--- src/rtl/uart_pkg.sv ---
// Shared definitions for the UART blocks: FSM state encoding, data width and
// the baud divider calculation.
package uart_pkg;

    localparam int UART_DATA_W = 8;

    // Receiver FSM states; PARITY is only reachable when UART_RXD_PARITY_EN is defined.
    localparam logic [2:0] IDLE   = 3'd0;
    localparam logic [2:0] START  = 3'd1;
    localparam logic [2:0] DATA   = 3'd2;
    localparam logic [2:0] STOP   = 3'd3;
    localparam logic [2:0] BREAK  = 3'd4;
    localparam logic [2:0] PARITY = 3'd5;

    // Clock cycles per oversample tick, rounded to nearest.
    function automatic int calc_div(input int clk_freq, input int baud, input int oversample);
        int step;
        step = baud * oversample;
        return (clk_freq + step / 2) / step;
    endfunction

endpackage

--- src/rtl/uart_baud_tick.sv ---
// Oversample tick divider: one-cycle tick every DIV clocks, restartable by clr.
// Shared between the UART receiver and transmitter.
module uart_baud_tick #(
    parameter int DIV = 27
) (
    input  logic clk,
    input  logic rst,
    input  logic clr,
    output logic tick
);

    localparam int CW = (DIV > 1) ? $clog2(DIV) : 1;
    localparam logic [CW-1:0] LAST = CW'(DIV - 1);

    logic [CW-1:0] cnt;

    always_ff @(posedge clk) begin
        if (rst || clr || cnt == LAST) begin
            cnt <= '0;
        end else begin
            cnt <= cnt + 1'b1;
        end
    end

    assign tick = (cnt == LAST);

endmodule

--- src/rtl/uart_rxd.sv ---
// UART receiver, 8 data bits LSB first, 1 stop bit, 16x oversampled majority vote,
// valid/ready holding register. Define UART_RXD_PARITY_EN to add an even-parity bit.
module uart_rxd
    import uart_pkg::*;
#(
    parameter int CLK_FREQ   = 50_000_000,
    parameter int BAUD       = 115200,
    parameter int OVERSAMPLE = 16
) (
    input  logic                   SYS_CLK,
    input  logic                   RST,
    input  logic                   Rxd,
    output logic [UART_DATA_W-1:0] data_out,
    output logic                   rx_valid,
    input  logic                   rx_ready,
    output logic                   frame_err,
    output logic                   overrun,
    output logic                   parity_err
);

    localparam int DIV = calc_div(CLK_FREQ, BAUD, OVERSAMPLE);
    localparam int SW  = $clog2(OVERSAMPLE);
    localparam int M   = OVERSAMPLE / 2;
    localparam logic [SW-1:0] S_LO  = SW'(M - 1);
    localparam logic [SW-1:0] S_MID = SW'(M);
    localparam logic [SW-1:0] S_HI  = SW'(M + 1);
    localparam logic [SW-1:0] S_TOP = SW'(OVERSAMPLE - 1);

    logic                   sync1, rxd_s, rxd_q;
    logic [2:0]             state;
    logic [SW-1:0]          scnt, scnt_next;
    logic [2:0]             bcnt;
    logic [UART_DATA_W-1:0] shreg;
    logic [1:0]             votes;
    logic                   par_bad;
    logic                   tick, start_edge, at_vote, vote, deliver;

    // NOTE: the synchronizer resets to the idle line level so leaving reset never looks like a start edge.
    always_ff @(posedge SYS_CLK) begin
        if (RST) begin
            sync1 <= 1'b1;
            rxd_s <= 1'b1;
            rxd_q <= 1'b1;
        end else begin
            sync1 <= Rxd;
            rxd_s <= sync1;
            rxd_q <= rxd_s;
        end
    end

    uart_baud_tick #(.DIV(DIV)) u_tick (
        .clk  (SYS_CLK),
        .rst  (RST),
        .clr  (start_edge),
        .tick (tick)
    );

    // NOTE: every always_comb output gets a value on every path, so no latches are inferred.
    always_comb begin
        scnt_next  = (scnt == S_TOP) ? '0 : scnt + 1'b1;
        start_edge = (state == IDLE) && rxd_q && !rxd_s;
        at_vote    = tick && (scnt_next == S_HI) && (state != IDLE) && (state != BREAK);
        vote       = (votes[1] & votes[0]) | (votes[1] & rxd_s) | (votes[0] & rxd_s);
        deliver    = at_vote && (state == STOP) && vote && !par_bad;
    end

    always_ff @(posedge SYS_CLK) begin
        if (RST) begin
            state     <= IDLE;
            scnt      <= '0;
            bcnt      <= '0;
            shreg     <= '0;
            votes     <= '0;
            par_bad   <= 1'b0;
            frame_err <= 1'b0;
`ifdef UART_RXD_PARITY_EN
            parity_err <= 1'b0;
`endif
        end else begin
            frame_err <= 1'b0;
`ifdef UART_RXD_PARITY_EN
            parity_err <= 1'b0;
`endif
            if (tick && state != IDLE) begin
                scnt <= scnt_next;
                if (scnt_next == S_LO || scnt_next == S_MID) begin
                    votes <= {votes[0], rxd_s};
                end
            end
            case (state)
                IDLE: begin
                    if (start_edge) begin
                        state   <= START;
                        scnt    <= '0;
                        bcnt    <= '0;
                        par_bad <= 1'b0;
                    end
                end
                START: begin
                    if (at_vote) state <= vote ? IDLE : DATA;
                end
                DATA: begin
                    if (at_vote) begin
                        shreg <= {vote, shreg[UART_DATA_W-1:1]};
                        bcnt  <= bcnt + 1'b1;
                        if (bcnt == 3'd7) begin
`ifdef UART_RXD_PARITY_EN
                            state <= PARITY;
`else
                            state <= STOP;
`endif
                        end
                    end
                end
`ifdef UART_RXD_PARITY_EN
                PARITY: begin
                    if (at_vote) begin
                        if (vote != ^shreg) begin
                            parity_err <= 1'b1;
                            par_bad    <= 1'b1;
                        end
                        state <= STOP;
                    end
                end
`endif
                STOP: begin
                    if (at_vote) begin
                        if (vote) begin
                            state <= IDLE;
                        end else begin
                            frame_err <= 1'b1;
                            state     <= BREAK;
                        end
                    end
                end
                BREAK: begin
                    if (rxd_s) state <= IDLE;
                end
                default: state <= IDLE;
            endcase
        end
    end

    // A full holding register drops the new byte unless it is being accepted this cycle.
    always_ff @(posedge SYS_CLK) begin
        if (RST) begin
            data_out <= '0;
            rx_valid <= 1'b0;
            overrun  <= 1'b0;
        end else begin
            overrun <= 1'b0;
            if (deliver) begin
                if (!rx_valid || rx_ready) begin
                    data_out <= shreg;
                    rx_valid <= 1'b1;
                end else begin
                    overrun <= 1'b1;
                end
            end else if (rx_valid && rx_ready) begin
                rx_valid <= 1'b0;
            end
        end
    end

`ifndef UART_RXD_PARITY_EN
    assign parity_err = 1'b0;
`endif

endmodule

--- config.mk ---
export PLATFORM = sky130hd
export DESIGN_NAME = uart_rxd
export DESIGN_NICKNAME = d
export VERILOG_FILES = /design/src/rtl/uart_pkg.sv /design/src/rtl/uart_baud_tick.sv /design/src/rtl/uart_rxd.sv
export SDC_FILE = /design/constraint.sdc
export NUM_CORES = 1
export LEC_CHECK = 0
export BUFFER_PORTS_ARGS = -buffer_cell sky130_fd_sc_hd__buf_4
export CAP_MARGIN = 30
export CORE_UTILIZATION = 52
export CTS_CLUSTER_DIAMETER = 150
export DETAILED_ROUTE_END_ITERATION = 10
export HOLD_SLACK_MARGIN = 0.05
export PLACE_DENSITY = 0.86
export REMOVE_ABC_BUFFERS = 1
export SLEW_MARGIN = 15
export SYNTH_ARGS = -nofsm -noshare
export SYNTH_HDL_FRONTEND = slang
export SYNTH_SLANG_ARGS = --single-unit
--- constraint.sdc ---
create_clock -name SYS_CLK -period 1.9 [get_ports SYS_CLK]
set_clock_uncertainty 0.05 [all_clocks]
set_input_delay 0.285 -clock SYS_CLK [delete_from_list [all_inputs] [get_ports SYS_CLK]]
set_output_delay 0.285 -clock SYS_CLK [all_outputs]
set_load 0.01 [all_outputs]
; ---- Word level (Yosys, flattened, before mapping)
; Cells that the tools add are included.
[totals]
input_bits = 4
ff_bits = 39
[classes]
n_addsub = 3
n_eq_ne = 18
n_bitwise = 8
n_mux = 21
reduce_logical = 27
[op_table]
columns = op, n
row1 = 2-to-1 mux 3 bit, 9
row2 = 2-to-1 mux 4 bit, 4
row3 = case mux 3 bit (5 select lines), 1
row4 = "equality test 4 bit, second input constant", 3
row5 = "inequality test 2 bit, second input constant", 5
row6 = logical AND 1 bit, 9
row7 = AND reduction 2 bit, 4
row8 = "equality test 3 x 2 -> 1 bit, second input constant", 2
row9 = "equality test 3 bit, second input constant", 2
row10 = case mux 3 bit (2 select lines), 1
row11 = AND reduction 6 bit, 1
row12 = "adder 5 x 1 -> 5 bit, second input constant", 1
row13 = "equality test 5 bit, second input constant", 1
row14 = 2-to-1 mux 1 bit, 5
row15 = "adder 4 x 1 -> 4 bit, second input constant", 1
row16 = "equality test 4 x 3 -> 1 bit, second input constant", 1
row17 = logical OR 1 bit, 4
row18 = "inequality test 2 x 1 -> 1 bit, second input constant", 2
row19 = nonzero test 2 bit, 2
row20 = "adder 3 x 1 -> 3 bit, second input constant", 1
row21 = bitwise AND 1 bit, 3
row22 = "equality test 3 x 1 -> 1 bit, second input constant", 1
row23 = zero test 3 bit, 1
row24 = "inequality test 3 bit, second input constant", 1
row25 = 8 further kinds, 12

; ---- Longest topological paths before layout
[depth]
depth_word = 10
ltp_mapped = 8
ltp_nobuf = 7

; ---- Modules after synthesis
; A second synthesis with hierarchy kept.
[unflattened]
cells_unflattened = 180
hier_area_um2 = 1731.7
[modules_own_cells]
columns = mod, n_inst, cells_per_inst, seq_area_each_um2, area_each_um2
row1 = uart_rxd, 1, 160, 680.7, 1526.5
row2 = uart_baud_tick, 1, 20, 100.1, 205.2

; ---- Worst setup path after synthesis
; Ideal clock, no wire load.
[synth_timing]
path_type = register -> register
startpoint = register scnt[1]
endpoint = register shreg[0]
path_stages_with_launch = 8
t_arrival_ns = 1.646
period_less_slack_ns = 1.824
path_slack_ns = 0.076
path_buffers = 1
cell_sequence = dfxtp_1 > ha_1 > nand4_2 > o22ai_4 > and4_1 > buf_6 > mux2i_1 > nor2_1
[synth_between]
elab_chain_cells = 7
word_cells_on_any_way = 8
cone_classes = add/sub: 1 / eq/ne: 2 / mux: 1 / reduce/logical: 4
[synth_rtl]
columns = element, line_no
row1 = start: declaration, uart_rxd.sv:31  ; logic [SW-1:0] scnt, scnt_next;
row2 = start signal: assignment, uart_rxd.sv:85  ; scnt <= scnt_next;
row3 = adder 4 x 1 -> 4 bit / equality test 4 bit (equally long branches), uart_rxd.sv:60  ; scnt_next = (scnt == S_TOP) ? '0 : scnt + 1'b1;
row4 = 2-to-1 mux 4 bit *, uart_rxd.sv:60
row5 = equality test 4 bit *, uart_rxd.sv:62  ; at_vote = tick && (scnt_next == S_HI) && (state != IDLE) && (state != BREAK);
row6 = logical AND 1 bit * (3 in series), uart_rxd.sv:62
row7 = AND reduction 2 bit (no source line) *, -
row8 = end signal: assignment, uart_rxd.sv:104  ; shreg <= {vote, shreg[UART_DATA_W-1:1]};
row9 = end: declaration, uart_rxd.sv:33  ; logic [UART_DATA_W-1:0] shreg;
; Mark *: on every way between the ends. The rest lies on a longest branch, timed or not.
; A chain may end at the register's enable or synchronous reset.

; ---- Worst setup path after layout
[layout_timing]
startpoint = register u_tick.cnt[0]
endpoint = register scnt[3]
[layout_between]
elab_chain_cells = 5
[layout_rtl]
columns = element, line_no
row1 = start: declaration, uart_baud_tick.sv:15  ; logic [CW-1:0] cnt;
row2 = start signal: assignment, uart_baud_tick.sv:21  ; cnt <= cnt + 1'b1;
row3 = equality test 5 bit *, uart_baud_tick.sv:25  ; assign tick = (cnt == LAST);
row4 = logical AND 1 bit *, uart_rxd.sv:84  ; if (tick && state != IDLE) begin
row5 = 2-to-1 mux 4 bit *, uart_rxd.sv:84
row6 = 2-to-1 mux 4 bit, uart_rxd.sv:92  ; if (start_edge) begin
row7 = 2-to-1 mux 4 bit *, uart_rxd.sv:90  ; case (state)
; Marked as above.

==> results.cfg <==
[synth]
synth_edf_count = 0
synth_top_area_share_pct = 45.5
synth-simple-area-share_pct = 24.2
synthFlopType = dfxtp_1
synthMuxAreaShare_pct = 12.2
synth.most_common_cell = dfxtp_1
synth-compound-area-share_pct = 6.20
yosysUniqueCellTypes = 39
synthTopCellsByArea = dfxtp_1, mux2i_1, nor2_1
synth_top_family_by_area = simple AND/OR/NAND/NOR gates
yosys-top-cells-count = dfxtp_1, nor2_1, mux2i_1
synthCells = 176
synth_top_area_cell = dfxtp_1
synthesis.area_um2 = 1720
synthAdderAreaFrac_pct = 5.69
ys_seq_elements = 39
seq_area_frac_synth_pct = 45.5
async_flop_share_pct = 0
synth-xor-area-share_pct = 2.04
synth_area_per_cell_um2 = 9.75
yosysWarnings = 0

[setup_path]
critical_path_class = reg2reg
worstPathRequired_ps = 2140
endpoint_kind = flop
critPathArrivalTime_ps = 1990
path_max_fanout = 6
worstSetupStartpointType = flop

[global_routing]
grt_pass1_vias = 1275
grt_pass1_wl_um = 5290
grt.overflow.total = 0
grt_max_degree = 35
antenna_found_initial = 0
grt_usage_pct = 20.2

[detailed_routing]
avgRoutedWirePerCell_um = 12.5
via_per_inst = 5.36
vias = 1296
drt_iter0_markers = 80
ant_nets = 0
drtPass1Iterations = 4
routed_wirelength_um = 3030
drc_errors = 0

[clocking]
clk-insertion-delay-late_ps = 350
numCtsBuffers = 5
path_clk_slew_ps = 110
cts_tree = done
clock-sinks = 39
cts_root_buf = clkbuf_4
htreeDepth = 2
clockBufferDepth = 2

[hold_path]
hold_path_class = in2reg

[die]
rows = 20
fp.dieW_um = 59.5
fp.dieH_um = 59.5
start_util_pct = 55.3
coreArea_um2 = 3100
die_area_um2 = 3530
ioPinCount = 16

[timing]
fin_ws_ps = 153
finalCriticalPeriod_ps = 1750
fin_setup_tns_ps = 0
period_share_pct = 92.0
rsz0062_at_grt = no
slew_violations = 0
final-setup-viol-count = 0
timing.fmax_mhz = 572
worst_hold_slack_ps = 213
hold_violations = 0

[power]
powerDensity_nw_per_um2 = 702
irDropWorstVdd_uv = 579
power.leakage_nw = 0.829

[cells_and_area]
nets = 209
diodes = 0
finalNonFillerCells = 242
area_growth_pct = 16.8
drive_above_1_share_pct = 20.2

[status]
status = complete, no violations

[placed_design]
place.gp.congestion = 0.880
portBuffers = 14
dp_worst_setup_slack_ps = 62.3
dp.cells = 233
hpwl_um = 2220

[flow_run]
cap_viol_max_count = 0
-- worst max-delay path, cell delays in order (launching register included) --
cell     delay [ps]
dfxtp_1         360
inv_1            80
ha_1            140
and4b_1         280
o31a_2          260
nand2_1          80
or3_1           300
a21oi_1         130
-- cell type report --
| cell class | count | area [µm²] |
|---|---|---|
| tap | 44 | 55.1 |
| sequential | 39 | 782 |
| inverter | 5 | 18.8 |
| multi-input combinational | 124 | 887 |
| fill | 268 | 1100 |
| clock inverter | 2 | 37.5 |
| clock buffer | 5 | 37.5 |
| timing repair buffer | 23 | 188 |
-- state kept, by name, summed over array words and instances (netlist names) --
signal and count:
bcnt 3, votes 2, overrun 1, rxd_s 1, sync1 1, rx_valid 1, u_tick.cnt 5, data_out 8
state 3, rxd_q 1, scnt 4, shreg 8, frame_err 1
-- repair_timing --
item	4_1_cts	5_1_grt
hold buffers	0	1
buffers inserted	0	1
setup endpoints to repair	0	13
endpoints found under the hold margin	0	1
gates resized for setup	0	4
-- placed cells by master (no fill, tap or decap), drive strengths merged, types with 2 or more instances in the layout --
cell    count
or2         4
nand2b      7
and3        2
nor3        3
clkbuf      5
o21ai       2
o41ai       2
xor2        3
a31oi       2
inv         5
buf        22
or3         2
nor2b       2
nand4       4
nor2       27
a21oi       4
nand3       7
nand4b      2
mux2i      21
dfxtp      39
ha          7
nand3b      2
nand2       8
-- where the power goes --
part	switching, mW	total, mW	internal [mW]
Combinational	0.0228	0.0403	0.0175
Sequential	0.00913	0.836	0.826
Clock	0.263	0.533	0.270
-- routing by layer --
layer	routed length [µm]	GRT usage (%)
met3	131	4.80
met2	1540	36.1
met5	0	0
met1	1310	22.0
met4	51	10.5
-- logic make-up (layout without fill, tap and decap cells) --
family	Yosys count	count (layout)
buffers and inverters	13	35
AOI/OAI and AO/OA	14	14
and+or+nand+nor	76	76
DFF	39	39
other	1	1
xor gates and xnor gates	4	4
muxes	21	21
adders and majority gates	8	8
-- final timing paths --
path                 startpoint  endpoint  slack, ps  cells after the start
setup reg to reg  u_tick.cnt[0]   scnt[3]        150                      7
hold / removal         rx_ready   overrun        210                      3
hold reg to reg           sync1     rxd_s        380                      1
setup / recovery  u_tick.cnt[0]   scnt[3]        150                      7
-- metrics by stage --
stage,cell area (µm²),total power [mW],utilization [%]
6_report,2010,1.41,64.6
3_5_place_dp,1890,0.893,61.0
5_1_grt,2010,1.47,64.6
4_1_cts,1970,1.42,63.4
2_1_floorplan,1670,0.873,-
3_3_place_gp,1890,0.889,61.0
(Power assumes the default switching activity.)
